`src/rtl/fifo_arb_pkg.sv`:
```
`default_nettype none
// +----------------------------------------------------------------------------+
// | Module      : fifo_arb_pkg                                                 |
// | Description : Shared types and default parameter values for the FIFO      |
// |               write-port arbiter (state encoding, default sizes, index    |
// |               width helper).                                               |
// | Revision    : 1.0 - initial release                                        |
// +----------------------------------------------------------------------------+
package fifo_arb_pkg;

    localparam int c_DEF_NREQ      = 4;
    localparam int c_DEF_WIDTH     = 8;
    localparam int c_DEF_MAX_BURST = 4;

    typedef enum logic [0:0] {
        IDLE  = 1'b0,
        BURST = 1'b1
    } arb_state_t;

    // Width of a requester index; never zero, even for a single requester.
    function automatic int idx_width(input int n);
        return (n > 1) ? $clog2(n) : 1;
    endfunction

endpackage
`default_nettype wire

```
`src/rtl/fifo_wr_arbiter_if.sv`:
```
`default_nettype none
// +----------------------------------------------------------------------------+
// | Module      : fifo_wr_arbiter_if                                           |
// | Description : Bundle between requesters / FIFO and the write arbiter.      |
// |   req      : per-requester beat pending                                    |
// |   req_data : flattened requester data, requester i at [i*WIDTH +: WIDTH]   |
// |   full     : FIFO full flag                                                |
// |   gnt      : one-hot current owner (registered)                            |
// |   ack      : beat accepted this cycle                                      |
// |   wr       : FIFO write enable                                             |
// |   wr_data  : FIFO write data                                               |
// |   busy     : arbiter is inside a burst                                     |
// | Revision    : 1.0 - initial release                                        |
// +----------------------------------------------------------------------------+
interface fifo_wr_arbiter_if
    import fifo_arb_pkg::*;
#(
    parameter int NREQ  = c_DEF_NREQ,
    parameter int WIDTH = c_DEF_WIDTH
) ();

    logic [NREQ-1:0]       req;
    logic [NREQ*WIDTH-1:0] req_data;
    logic                  full;
    logic [NREQ-1:0]       gnt;
    logic [NREQ-1:0]       ack;
    logic                  wr;
    logic [WIDTH-1:0]      wr_data;
    logic                  busy;

    // Arbiter side.
    modport master (
        input  req, req_data, full,
        output gnt, ack, wr, wr_data, busy
    );

    // Requester / FIFO side.
    modport slave (
        output req, req_data, full,
        input  gnt, ack, wr, wr_data, busy
    );

endinterface
`default_nettype wire

```
`src/rtl/fifo_wr_arbiter_rr_pick.sv`:
```
`default_nettype none
// +----------------------------------------------------------------------------+
// | Module      : rr_pick                                                      |
// | Description : Combinational round-robin pick. Searches req upward from     |
// |               last_owner+1, wrapping at NREQ-1, and returns the first set  |
// |               bit. last_owner itself is checked last, so a lone previous   |
// |               owner is re-granted.                                         |
// |   req        in  NREQ   request vector                                     |
// |   last_owner in  IDX_W  previous owner                                     |
// |   valid      out 1      any request present                                |
// |   idx        out IDX_W  chosen requester                                   |
// | Revision    : 1.0 - initial release                                        |
// +----------------------------------------------------------------------------+
module rr_pick
    import fifo_arb_pkg::*;
#(
    parameter int NREQ  = c_DEF_NREQ,
    parameter int IDX_W = idx_width(NREQ)
) (
    input  logic [NREQ-1:0]  req,
    input  logic [IDX_W-1:0] last_owner,
    output logic             valid,
    output logic [IDX_W-1:0] idx
);

    logic [IDX_W-1:0] w_cand;

    // Walk offsets from farthest to nearest so the nearest hit is the last
    // assignment and therefore wins.
    always_comb begin
        valid  = 1'b0;
        idx    = '0;
        w_cand = '0;
        for (int k = NREQ; k >= 1; k--) begin
            w_cand = IDX_W'((int'(last_owner) + k) % NREQ);
            if (req[w_cand]) begin
                valid = 1'b1;
                idx   = w_cand;
            end
        end
    end

endmodule
`default_nettype wire

```
`src/rtl/fifo_wr_arbiter.sv`:
```
`default_nettype none
// +----------------------------------------------------------------------------+
// | Module      : fifo_wr_arbiter                                              |
// | Description : Round-robin arbiter sharing one FIFO write port among NREQ   |
// |               requesters, granting bursts of up to MAX_BURST beats and     |
// |               never writing while the FIFO is full.                        |
// |   clk  in  1  write-domain clock                                           |
// |   rst  in  1  asynchronous active-low reset                                |
// |   bus  master modport of fifo_wr_arbiter_if (req/req_data/full in,         |
// |        gnt/ack/wr/wr_data/busy out)                                        |
// | Revision    : 1.0 - initial release                                        |
// +----------------------------------------------------------------------------+
module fifo_wr_arbiter
    import fifo_arb_pkg::*;
#(
    parameter int NREQ      = c_DEF_NREQ,
    parameter int WIDTH     = c_DEF_WIDTH,
    parameter int MAX_BURST = c_DEF_MAX_BURST
) (
    input  logic              clk,
    input  logic              rst,
    fifo_wr_arbiter_if.master bus
);

    localparam int c_OW = idx_width(NREQ);
    localparam int c_BW = $clog2(MAX_BURST + 1);

    localparam logic [c_OW-1:0] c_LAST_REQ  = c_OW'(NREQ - 1);
    localparam logic [c_BW-1:0] c_LAST_BEAT = c_BW'(MAX_BURST - 1);

    arb_state_t       state_q,      state_d;
    logic [NREQ-1:0]  gnt_q,        gnt_d;
    logic [c_OW-1:0]  owner_q,      owner_d;
    logic [c_OW-1:0]  last_owner_q, last_owner_d;
    logic [c_BW-1:0]  beat_cnt_q,   beat_cnt_d;

    logic             w_pick_valid;
    logic [c_OW-1:0]  w_pick_idx;
    logic             w_owner_req;
    logic             w_wr;

    rr_pick #(
        .NREQ  (NREQ),
        .IDX_W (c_OW)
    ) u_pick (
        .req        (bus.req),
        .last_owner (last_owner_q),
        .valid      (w_pick_valid),
        .idx        (w_pick_idx)
    );

    // Write path is purely combinational so the owner's beat lands in the
    // FIFO at the same edge the requester sees its ack.
    assign w_owner_req = bus.req[owner_q];
    assign w_wr        = (state_q == BURST) && w_owner_req && !bus.full;

    assign bus.wr      = w_wr;
    assign bus.ack     = gnt_q & {NREQ{w_wr}};
    assign bus.gnt     = gnt_q;
    assign bus.busy    = (state_q == BURST);
    assign bus.wr_data = (|gnt_q) ? bus.req_data[owner_q*WIDTH +: WIDTH] : '0;

    always_comb begin
        state_d      = state_q;
        gnt_d        = gnt_q;
        owner_d      = owner_q;
        last_owner_d = last_owner_q;
        beat_cnt_d   = beat_cnt_q;

        case (state_q)
            IDLE: begin
                if (w_pick_valid) begin
                    state_d             = BURST;
                    owner_d             = w_pick_idx;
                    gnt_d               = '0;
                    gnt_d[w_pick_idx]   = 1'b1;
                    beat_cnt_d          = '0;
                end
            end

            BURST: begin
                // A dropped request ends the burst even while the FIFO is
                // full; a full FIFO alone only stalls (no timeout).
                if (!w_owner_req || (w_wr && (beat_cnt_q == c_LAST_BEAT))) begin
                    state_d      = IDLE;
                    last_owner_d = owner_q;
                    gnt_d        = '0;
                    beat_cnt_d   = '0;
                end else if (w_wr) begin
                    beat_cnt_d   = beat_cnt_q + 1'b1;
                end
            end

            default: begin
                state_d = IDLE;
                gnt_d   = '0;
            end
        endcase
    end

    // last_owner resets to the top index so requester 0 wins first.
    always_ff @(posedge clk or negedge rst) begin
        if (!rst) begin
            state_q      <= IDLE;
            gnt_q        <= '0;
            owner_q      <= '0;
            last_owner_q <= c_LAST_REQ;
            beat_cnt_q   <= '0;
        end else begin
            state_q      <= state_d;
            gnt_q        <= gnt_d;
            owner_q      <= owner_d;
            last_owner_q <= last_owner_d;
            beat_cnt_q   <= beat_cnt_d;
        end
    end

endmodule
`default_nettype wire

```
`src/flat_wrapper.sv`:
```
// flat-port wrapper written by rule: the top's interface ports become plain ports
module fifo_wr_arbiter_flat import fifo_arb_pkg::*;
#(
    parameter int NREQ      = c_DEF_NREQ,
    parameter int WIDTH     = c_DEF_WIDTH,
    parameter int MAX_BURST = c_DEF_MAX_BURST
)
  (clk, rst, bus_req, bus_req_data, bus_full, bus_gnt, bus_ack, bus_wr, bus_wr_data, bus_busy);
  fifo_wr_arbiter_if #(.NREQ(NREQ), .WIDTH(WIDTH)) bus_i ();
  input  logic clk;
  input  logic rst;
  input wire logic [$bits(bus_i.req)-1:0] bus_req;
  input wire logic [$bits(bus_i.req_data)-1:0] bus_req_data;
  input wire logic [$bits(bus_i.full)-1:0] bus_full;
  output wire logic [$bits(bus_i.gnt)-1:0] bus_gnt;
  output wire logic [$bits(bus_i.ack)-1:0] bus_ack;
  output wire logic [$bits(bus_i.wr)-1:0] bus_wr;
  output wire logic [$bits(bus_i.wr_data)-1:0] bus_wr_data;
  output wire logic [$bits(bus_i.busy)-1:0] bus_busy;
  assign bus_i.req = bus_req;
  assign bus_i.req_data = bus_req_data;
  assign bus_i.full = bus_full;
  assign bus_gnt = bus_i.gnt;
  assign bus_ack = bus_i.ack;
  assign bus_wr = bus_i.wr;
  assign bus_wr_data = bus_i.wr_data;
  assign bus_busy = bus_i.busy;
  fifo_wr_arbiter #(.NREQ(NREQ), .WIDTH(WIDTH), .MAX_BURST(MAX_BURST)) u_core (.clk(clk), .rst(rst), .bus(bus_i));
endmodule
```
`config.mk`:
```
export PLATFORM = sky130hd
export DESIGN_NAME = fifo_wr_arbiter_flat
export DESIGN_NICKNAME = d
export VERILOG_FILES = /design/src/rtl/fifo_arb_pkg.sv /design/src/rtl/fifo_wr_arbiter_if.sv /design/src/rtl/fifo_wr_arbiter_rr_pick.sv /design/src/rtl/fifo_wr_arbiter.sv /design/src/flat_wrapper.sv
export SDC_FILE = /design/constraint.sdc
export NUM_CORES = 1
export LEC_CHECK = 0
export BUFFER_PORTS_ARGS = -buffer_cell sky130_fd_sc_hd__buf_2
export CAP_MARGIN = 20
export CORE_MARGIN = 2
export CORE_UTILIZATION = 43
export CTS_CLUSTER_SIZE = 12
export DETAILED_ROUTE_END_ITERATION = 12
export GPL_TIMING_DRIVEN = 1
export PLACE_DENSITY_LB_ADDON = 0.05
export SETUP_SLACK_MARGIN = 0.05
export SYNTH_ARGS = -nofsm -noshare
export SYNTH_HDL_FRONTEND = slang
export SYNTH_HIERARCHICAL = 1
export SYNTH_SLANG_ARGS = --single-unit
```
`constraint.sdc`:
```
create_clock -name clk -period 2.1 [get_ports clk]
set_input_delay 0.105 -clock clk [delete_from_list [all_inputs] [get_ports clk]]
set_output_delay 0.105 -clock clk [all_outputs]
set_load 0.02 [all_outputs]
```
==> results.md <==
| Item | This run |
| --- | --- |
| Achievable Freq | 521 MHz |
| CTS tree | done |
| Result of the run | complete, no violations |
| Worst hold path class | input pin to async pin |
| Cell row count | 17 |
| Remaining antenna violation count | 0 |
| Endpoints failing hold | 0 |
| First-pass GRT wire length | 3700 µm |
| Post-Syn Nets | 127 |
| Layout Utilization | 61.0% |
| Synthesized flop and latch total | 12 |
| R2R Path End | u_core/beat_cnt_q[1] |
| Combinational fraction of design power | 65.4% |
| Die ar. | 2630 µm² |
| Wirelength, routed | 2400 µm |
| Power share of the sequential group | 24.7% |
| Most common cell after layout, fill and taps aside | sky130_fd_sc_hd__buf_2 |
| Internal power consumption | 1.03 mW |
| Max-capacitance violation count | 0 |
| Unique cell type count in the Yosys netlist | 27 |
| Nets | 187 |
| Worst setup path category | flip-flop to output pin |
| Critical path capture point type | output pin |
| DRC violation count after routing | 0 |
| Signed area change from the synthesized netlist to the final layout | 37.8% |
| Cell type contributing the most total cell area after synthesis | sky130_fd_sc_hd__dfrtp_1 |
| Origin of the worst setup path | u_core/owner_q[0] |
| DR pass1 iterations | 4 |
| Initial antenna violation count | 0 |
| # Post-CTS Setup Buffers | 0 |
| Setup TNS after final layout | 0 ns |
| Worst-path fanout max | 8 |
| Global route total overflow | 0 |
| Clk slew on worst S/H paths | 0.08 ns |
| Number of top-level design ports | 57 |
| Vias | 908 |
| Share of layout cells above drive strength 1 | 55.9% |
| Inserted Clock Buffers | 3 |
| Wirelength per Cell | 13.9 µm |
| Setup slack of the worst register-to-register path | 0.51 ns |
| Synthesized instance count | 86 |
| Leakage power summed over all cells | 0.671 nW |
| Metal1 wirelength | 1040 µm |
| Switching pwr | 832 µW |
| Number of H-tree levels | 1 |
| Global Route Usage Sum | 18.8% |
| Clock Tree Buf Depth | 2 |
| Setup-violating endpoint count in the final report | 0 |
| Top layer in use | met4 |
| HPWL reported at the end of detailed placement | 1880 µm |
| Commonest cells after routing, fill and taps aside | sky130_fd_sc_hd__buf_2, sky130_fd_sc_hd__nor2b_1, sky130_fd_sc_hd__dfrtp_1, sky130_fd_sc_hd__mux4_2 |
| Antenna diode instance count | 0 |
| Endpoint arrival time on the critical path | 1.81 ns |
| Final setup skew | 0.000901 ns |
| Post-route minimum period | 1.92 ns |
| Hold Buf Count CTS | 1 |
| Setup repair after global routing missed its margin | false |
| Seq/Total Area, Yosys | 31.6% |
| Top cells by area in the synthesized netlist | sky130_fd_sc_hd__dfrtp_1, sky130_fd_sc_hd__mux4_2, sky130_fd_sc_hd__nor2b_1 |
| Cell at the root of the clock tree | sky130_fd_sc_hd__clkbuf_4 |
| Routability cong. | 0.818 |
| Tightest Pin Transition | 0.402 ns |
| Maximum resistive drop on vdd | 0.000917 V |
| Switching power as a share of total power | 44.6% |
| Source-to-sink clock delay at the later pin of the worst-skew pair | 0.27 ns |
| Pin count of the biggest net entering global routing | 13 |
| Slew margin rel. | 73.2% |
| Reg2reg path depth | 3 |
| Final cycle utilization of the critical path | 91.4% |
| Number of global-route vias before repair | 845 |
| Power per cell area | 1410 nW/µm² |
| Clock network fraction of design power | 9.9% |
| Width of the die | 51.2 µm |
| Number of max-slew violations in the final report | 0 |
| Area of the core | 2170 µm² |
| Mapped Area | 960 µm² |
| Required time at the endpoint of the critical path | 2.00 ns |
| Effective utilization at floorplan | 44.2% |
| Resized Gates After CTS | 0 |
| Area share of the largest cell type after synthesis | 26.1% |
| Origin of the critical flop-to-flop path | u_core/owner_q[0] |
| Number of DRC markers in iteration 0 | 15 |
| Port buffer count | 56 |
| Num Clock Sinks | 12 |
| Yosys Warn Count | 6 |
| Crit start category | flip-flop |
| Per-cell via count in the routed design | 5.25 |
| Syn avg cell area | 11.2 µm² |
| Met2 Wirelength | 1170 µm |
| Vert. Die Dim | 51.2 µm |
| Met3 wire length | 168 µm |
## registers in the layout, indices dropped and copies added (netlist names)
| register | flops |
|---|---|
| u_core/bus.gnt | 4 |
| u_core/beat_cnt_q | 3 |
| u_core/owner_q | 2 |
| u_core/last_owner_q | 2 |
| u_core/bus.busy | 1 |
## per-stage QoR
step / power [mW] / setup slack, ns / cell area, µm² / std cells / hold slack [ns]
2_1_floorplan: 1.32 / 0.523 / 960 / 86 / -0.191
5_1_grt: 2.00 / 0.0957 / 1320 / 173 / 0.267
6_report: 1.87 / 0.181 / 1320 / 173 / 0.246
3_5_place_dp: 1.69 / 0.489 / 1280 / 168 / -0.000711
4_1_cts: 1.88 / 0.169 / 1320 / 173 / 0.245
3_3_place_gp: 1.68 / 0.527 / 1280 / 168 / -0.00604
## kinds of logic (layout without fill, tap and decap cells)
| kind of cell | after synthesis | in the layout | share of synthesized area [%] |
|---|---|---|---|
| buffers and inverters | 8 | 67 | 3.39 |
| DFF | 12 | 12 | 31.6 |
| AOI/OAI and AO/OA | 15 | 15 | 13.0 |
| and+or+nand+nor | 32 | 32 | 19.4 |
| adders and majority gates | 2 | 2 | 2.61 |
| muxes | 17 | 17 | 30.0 |
## how the worst max path moves through the flow
| stage | end | cells past startpoint |
|---|---|---|
| 2_1_floorplan | bus_wr_data[0] | 2 |
| 3_3_place_gp | bus_ack[1] | 4 |
| 3_5_place_dp | bus_ack[1] | 4 |
| 4_1_cts | bus_ack[1] | 4 |
| 5_1_grt | bus_ack[1] | 4 |
| 6_report | bus_ack[1] | 4 |
## power by group through the flow
stage	Sequential [mW]	Clock, mW	Combinational [mW]
4_1_cts	0.460	0.191	1.23
6_report	0.461	0.184	1.22
2_1_floorplan	0.473	0	0.846
3_3_place_gp	0.461	0	1.21
5_1_grt	0.478	0.199	1.32
3_5_place_dp	0.464	0	1.22
## worst max-delay path: stages (launching register included)
cell and delay [ns]:
sky130_fd_sc_hd__dfrtp_1 0.38, sky130_fd_sc_hd__mux4_2 0.55, sky130_fd_sc_hd__and3b_1 0.27, sky130_fd_sc_hd__and2_1 0.18, sky130_fd_sc_hd__buf_2 0.15
## cell usage after synthesis
cell type                   instances
sky130_fd_sc_hd__mux2i_1            4
sky130_fd_sc_hd__buf_2              2
sky130_fd_sc_hd__and2b_1            1
sky130_fd_sc_hd__nor2_1             6
sky130_fd_sc_hd__dfrtp_1           10
sky130_fd_sc_hd__and2_1             4
sky130_fd_sc_hd__dfstp_2            2
sky130_fd_sc_hd__a22o_1             2
sky130_fd_sc_hd__a32o_1             1
sky130_fd_sc_hd__inv_1              3
sky130_fd_sc_hd__and3b_1            1
sky130_fd_sc_hd__a31oi_1            2
sky130_fd_sc_hd__a21boi_1           1
sky130_fd_sc_hd__a31o_2             1
sky130_fd_sc_hd__a21oi_1            2
sky130_fd_sc_hd__mux2_2             4
sky130_fd_sc_hd__mux4_2             9
sky130_fd_sc_hd__o2bb2ai_1          4
sky130_fd_sc_hd__ha_1               2
sky130_fd_sc_hd__and3_1             1
sky130_fd_sc_hd__clkbuf_1           3
sky130_fd_sc_hd__nor4_1             1
sky130_fd_sc_hd__a21oi_2            1
sky130_fd_sc_hd__nor2b_1           11
sky130_fd_sc_hd__o221ai_2           1
sky130_fd_sc_hd__nand2b_1           6
sky130_fd_sc_hd__nand2_1            1
## cell type report
type / count / area, µm²
timing repair buffer: 60 / 313
tap: 28 / 35.0
sequential: 12 / 303
clock buffer: 4 / 36.3
fill: 208 / 847
inverter: 3 / 11.3
multi-input combinational: 66 / 624
## metal layers
layer  vias to the layer above  track usage (%)
met5                         -                0
li1                        442                -
met2                        32             31.6
met4                         0             9.21
met1                       432             23.8
met3                         2             2.34
No activity file was read; power rests on OpenSTA's default activity.
